<file path="src/rtl/eje6_pkg.sv">
// Shared definitions for the eje6 TDM link: receiver state encoding and
// slot bounds, also used by the 4:1 mux benches for selector sequencing.
package eje6_pkg;

   typedef enum logic {
      ST_IDLE = 1'b0,
      ST_RUN  = 1'b1
   } state_t;

   localparam logic [1:0] SLOT_FIRST = 2'd0;
   localparam logic [1:0] SLOT_LAST  = 2'd3;

endpackage

</file>
<file path="src/rtl/eje6_slot_cnt.sv">
// 2-bit slot counter for the TDM demux: wraps 3->0 on increment and
// restarts at slot 1 when a frame-start sample has just been taken as slot 0.
module eje6_slot_cnt
   import eje6_pkg::*;
(
   input  logic       clk,
   input  logic       rst,
   input  logic       inc,
   input  logic       load1,
   output logic [1:0] slot,
   output logic       last
);

   // Load takes priority: a sync sample always re-bases the frame.
   always_ff @(posedge clk) begin
      if (rst) begin
         slot <= SLOT_FIRST;
      end else if (load1) begin
         slot <= 2'd1;
      end else if (inc) begin
         slot <= slot + 2'd1;
      end
   end

   assign last = (slot == SLOT_LAST);

endmodule

</file>
<file path="src/rtl/eje6_demux_tdm.sv">
// 1-to-4 time-division demultiplexer: aligns to a frame-start marker and
// presents each complete frame atomically on registered outputs.
module eje6_demux_tdm
   import eje6_pkg::*;
#(
   parameter int W = 1
) (
   input  logic         clk,
   input  logic         rst,
   input  logic [W-1:0] f,
   input  logic         en,
   input  logic         sync,
   output logic [W-1:0] w0,
   output logic [W-1:0] w1,
   output logic [W-1:0] w2,
   output logic [W-1:0] w3,
   output logic         valid,
   output logic         s1,
   output logic         s0,
   output logic         err
);

   state_t       state_q;
   state_t       state_d;
   logic [1:0]   slot;
   logic         last;
   logic         inc;
   logic         load1;
   logic         frame_done;
   logic         frame_err;
   logic [W-1:0] sh0;
   logic [W-1:0] sh1;
   logic [W-1:0] sh2;

   eje6_slot_cnt u_slot_cnt (
      .clk   (clk),
      .rst   (rst),
      .inc   (inc),
      .load1 (load1),
      .slot  (slot),
      .last  (last)
   );

   always_ff @(posedge clk) begin
      if (rst) begin
         state_q <= ST_IDLE;
      end else begin
         state_q <= state_d;
      end
   end

   always_comb begin
      state_d    = state_q;
      inc        = 1'b0;
      load1      = 1'b0;
      frame_done = 1'b0;
      frame_err  = 1'b0;
      case (state_q)
         ST_IDLE: begin
            if (en && sync) begin
               load1   = 1'b1;
               state_d = ST_RUN;
            end
         end
         ST_RUN: begin
            if (en) begin
               if (sync) begin
                  load1     = 1'b1;
                  frame_err = (slot != SLOT_FIRST);
               end else begin
                  inc        = 1'b1;
                  frame_done = last;
               end
            end
         end
         default: state_d = ST_IDLE;
      endcase
   end

   // Slot 3 never lands here; it goes straight to w3 on frame completion.
   always_ff @(posedge clk) begin
      if (rst) begin
         sh0 <= '0;
         sh1 <= '0;
         sh2 <= '0;
      end else if (load1) begin
         sh0 <= f;
      end else if (inc) begin
         case (slot)
            2'd0:    sh0 <= f;
            2'd1:    sh1 <= f;
            2'd2:    sh2 <= f;
            default: ;
         endcase
      end
   end

   always_ff @(posedge clk) begin
      if (rst) begin
         w0    <= '0;
         w1    <= '0;
         w2    <= '0;
         w3    <= '0;
         valid <= 1'b0;
         err   <= 1'b0;
      end else begin
         valid <= frame_done;
         err   <= frame_err;
         if (frame_done) begin
            w0 <= sh0;
            w1 <= sh1;
            w2 <= sh2;
            w3 <= f;
         end
      end
   end

   assign {s1, s0} = slot;

endmodule
</file>
<file path="config.mk">
export PLATFORM = sky130hd
export DESIGN_NAME = eje6_demux_tdm
export DESIGN_NICKNAME = d
export VERILOG_FILES = /design/src/rtl/eje6_pkg.sv /design/src/rtl/eje6_slot_cnt.sv /design/src/rtl/eje6_demux_tdm.sv
export SDC_FILE = /design/constraint.sdc
export NUM_CORES = 1
export LEC_CHECK = 0
export ABC_AREA = 1
export CAP_MARGIN = 20
export CORE_UTILIZATION = 41
export DETAILED_ROUTE_END_ITERATION = 6
export PLACE_DENSITY = 0.7
export SYNTH_ARGS = -nofsm -noshare
export SYNTH_HDL_FRONTEND = slang
export SYNTH_SLANG_ARGS = --single-unit
</file>
<file path="constraint.sdc">
create_clock -name clk -period 1.1 [get_ports clk]
set_input_delay 0.165 -clock clk [delete_from_list [all_inputs] [get_ports clk]]
set_output_delay 0.165 -clock clk [all_outputs]
set_load 0.05 [all_outputs]
</file>
==> results_dict.tcl <==
set metrics [dict create \
    cts_setup_buffers 0 \
    hold_violations 0 \
    ios 13 \
    grt_pass1_wl_um 1820 \
    grt_usage_pct 18.4 \
    hpwl_um 920 \
    largest_register "u_slot_cnt.slot" \
    drt-initial-drc-count 10 \
    drc 0 \
    nFillCells 102 \
    post-route-period-util_pct 99.3 \
    crit_path_start "u_slot_cnt.slot[0]" \
    finalCriticalPeriod_ns 1.09 \
    ys_types 13 \
    crit_path_cell_trace "buf_4 -> buf_12" \
    cp-endpoint "s0" \
    status "finished clean" \
    vias 567 \
    hold_class "input port to flop" \
    insertion_delay_ns 0.27 \
    clock-sinks 12 \
    drtPass1Iterations 4 \
    grt_max_degree 9 \
    startpoint_type "flop" \
    io_buffers 12 \
    drive_above_1_share_pct 26.5 \
    rsz0062_at_grt "yes" \
    power_density_nw_per_um2 959 \
    syn_area_per_cell_um2 7.17 \
    synth_area_um2 567 \
    num_antenna_cells 0 \
    floorplan.initialDensity_pct 43.6 \
    crit_arrival_ns 0.93 \
    dp_slack_ns -0.275 \
    fp.dieW_um 39.2 \
    core_area_um2 1300 \
    comb_power_share_pct 16.4 \
    ant_nets 0 \
    nets 113 \
    antenna_found_initial 0 \
    vias_per_cell 4.85 \
    cpLargestDelayFamily "flip-flops" \
    setup_violations 0 \
    synth_seq_cells 12 \
    worst_slack_ns 0.00775 \
    intPower_mw 0.637 \
    reg2reg_to "u_slot_cnt.slot[1]" \
    syn-num-nets 88 \
    die_area_um2 1540 \
    power_switching_mw 0.223 \
    cp_slowest_cell "dfxtp_4" \
    gp_congestion 0.804 \
    yosysWarnings 0 \
    switching_share_pct 26.0 \
    max-cap-violations 0 \
    die_y_um 39.2 \
    maxSlewHeadroom_pct 83.3 \
    criticalPathCategory "flop to primary output" \
    worst_pin_slew_ns 0.251 \
    path_max_fanout 4 \
    postSynthCellCount 79 \
    largest_reg_flops 2 \
    grt_overflow 0 \
    critPathMaxStageDelay_ns 0.37 \
    finClkSkew_ns 0.00278 \
    grt_pass1_vias 464 \
    drt-total-wl_um 1180 \
    worst-endpoint-required_ns 0.94 \
    clockBufferDepth 2 \
    clkTransAtPathRegs_ns 0.07 \
    p_clk_share_pct 30.6 \
    rows 13 \
    slew_viol_final 0 \
    cts_tree "yes" \
    crit_cells 2 \
    area_delta_synth_final_pct 58.3 \
    timing.rr.start "u_slot_cnt.slot[1]" \
    h-tree-depth 1 \
    cts_made_buffers 3 \
    p_leak_nw 0.411 \
    r2r_cells 4 \
    final_util_pct 68.9 \
    p_seq_share_pct 53.0 \
    r2r_slack_ns 0.04 \
    ir_drop_mv 0.862 \
    cts_root_buffer "clkbuf_4" \
    endpoint_kind "primary output" \
    routedWlPerCell_um 10.1 \
    synth_seq_area_share_pct 42.4 \
    fmax_ghz 0.916 \
    crit_buf_inv 2 \
]
## timing repair
item / in CTS / in global routing
hold buffers: 0 / 0
endpoints found under the setup margin: 0 / 8
hold endpoints to repair: 0 / 0
gates resized for setup: 0 / 3
## tightest hold or removal path, delay by kind of cell
kind	cells	cell delay, ns
AO/OA/AOI/OAI	1	0.07
buffers and inverters	1	0.19
AND/OR/NAND/NOR	1	0.11
## cells in the final DEF (no fill, tap or decap)
master           instances
o211ai_1                 1
dfxtp_1                 10
clkdlybuf4s50_1          3
a21oi_1                  2
a31oi_1                  1
clkbuf_4                 3
inv_2                    2
buf_12                   8
buf_4                    8
ha_1                     3
nor2_1                  10
dfxtp_4                  2
nor4_2                   1
nand2_2                  1
inv_1                   17
nand2_1                 15
nand3_1                  9
ha_4                     1
dlymetal6s2s_1           1
nor2_4                   1
nand4_1                  3
## synthesized netlist by cell type
library cell / n / area [um^2]
a21oi_1: 2 / 10.0
a31oi_1: 1 / 6.26
dfxtp_1: 12 / 240
ha_1: 4 / 50.1
inv_1: 19 / 71.3
nand2_1: 15 / 56.3
nand2_2: 1 / 6.26
nand3_1: 9 / 45.0
nand4_1: 3 / 18.8
nor2_1: 10 / 37.5
nor2_4: 1 / 11.3
nor4_1: 1 / 6.26
o211ai_1: 1 / 7.51
## power groups by stage
stage / Clock [mW] / Sequential, mW / Combinational, mW
detailed placement: 0 / 0.464 / 0.138
global route: 0.274 / 0.456 / 0.153
global placement: 0 / 0.463 / 0.136
finish: 0.263 / 0.456 / 0.141
floorplan: 0 / 0.478 / 0.0478
CTS: 0.261 / 0.454 / 0.139
## metrics by stage
step / std cells / setup TNS, ns / total power, mW / area [um^2] / hold slack [ns]
2_1_floorplan: 79 / -0.0169 / 0.526 / 577 / 0.225
5_1_grt: 117 / -0.0646 / 0.883 / 897 / 0.350
3_5_place_dp: 114 / -2.49 / 0.602 / 856 / 0.513
4_1_cts: 117 / 0 / 0.854 / 878 / 0.532
6_report: 117 / 0 / 0.860 / 897 / 0.299
3_3_place_gp: 114 / -1.95 / 0.599 / 856 / 0.511
## metal layers
layer	part of all wire [%]	wire [um]	track usage (%)	vias to the layer above
met5	0	0	0	-
met4	2.9	34	10.3	0
met3	5.5	65	4.05	5
met2	50	589	30.8	21
met1	41	487	21.3	249
li1	-	-	-	292
## logic make-up (layout without fill, tap and decap cells)
logic type | after synthesis | in the layout | synth area share (%)
AO/OA/AOI/OAI | 4 | 4 | 4.20
adder cells (fa/ha/maj) | 4 | 4 | 8.83
buffers and inverters | 19 | 42 | 12.6
flip-flops | 12 | 12 | 42.4
AND/OR/NAND/NOR | 40 | 40 | 32.0
## cell type report
class	instances	area [um^2]	area share [%]
clock buffers	3	22.5	2.51
well taps	15	18.8	2.09
multi-input cells	48	274	30.5
flip-flops and latches	12	248	27.6
repair buffers	20	263	29.3
inverters	19	71.3	7.95
## worst min path at each step
stage | startpoint | endpoint | slack, ns | cells after the start
CTS | u_slot_cnt.slot[0] | u_slot_cnt.slot[0] | 0.53 | 2
finish | en | u_slot_cnt.slot[0] | 0.30 | 3
detailed placement | u_slot_cnt.slot[0] | u_slot_cnt.slot[0] | 0.51 | 2
floorplan | rst | u_slot_cnt.slot[0] | 0.22 | 1
global placement | u_slot_cnt.slot[0] | u_slot_cnt.slot[0] | 0.51 | 2
global route | en | u_slot_cnt.slot[0] | 0.35 | 3
No activity file was read; power rests on OpenSTA's default activity.
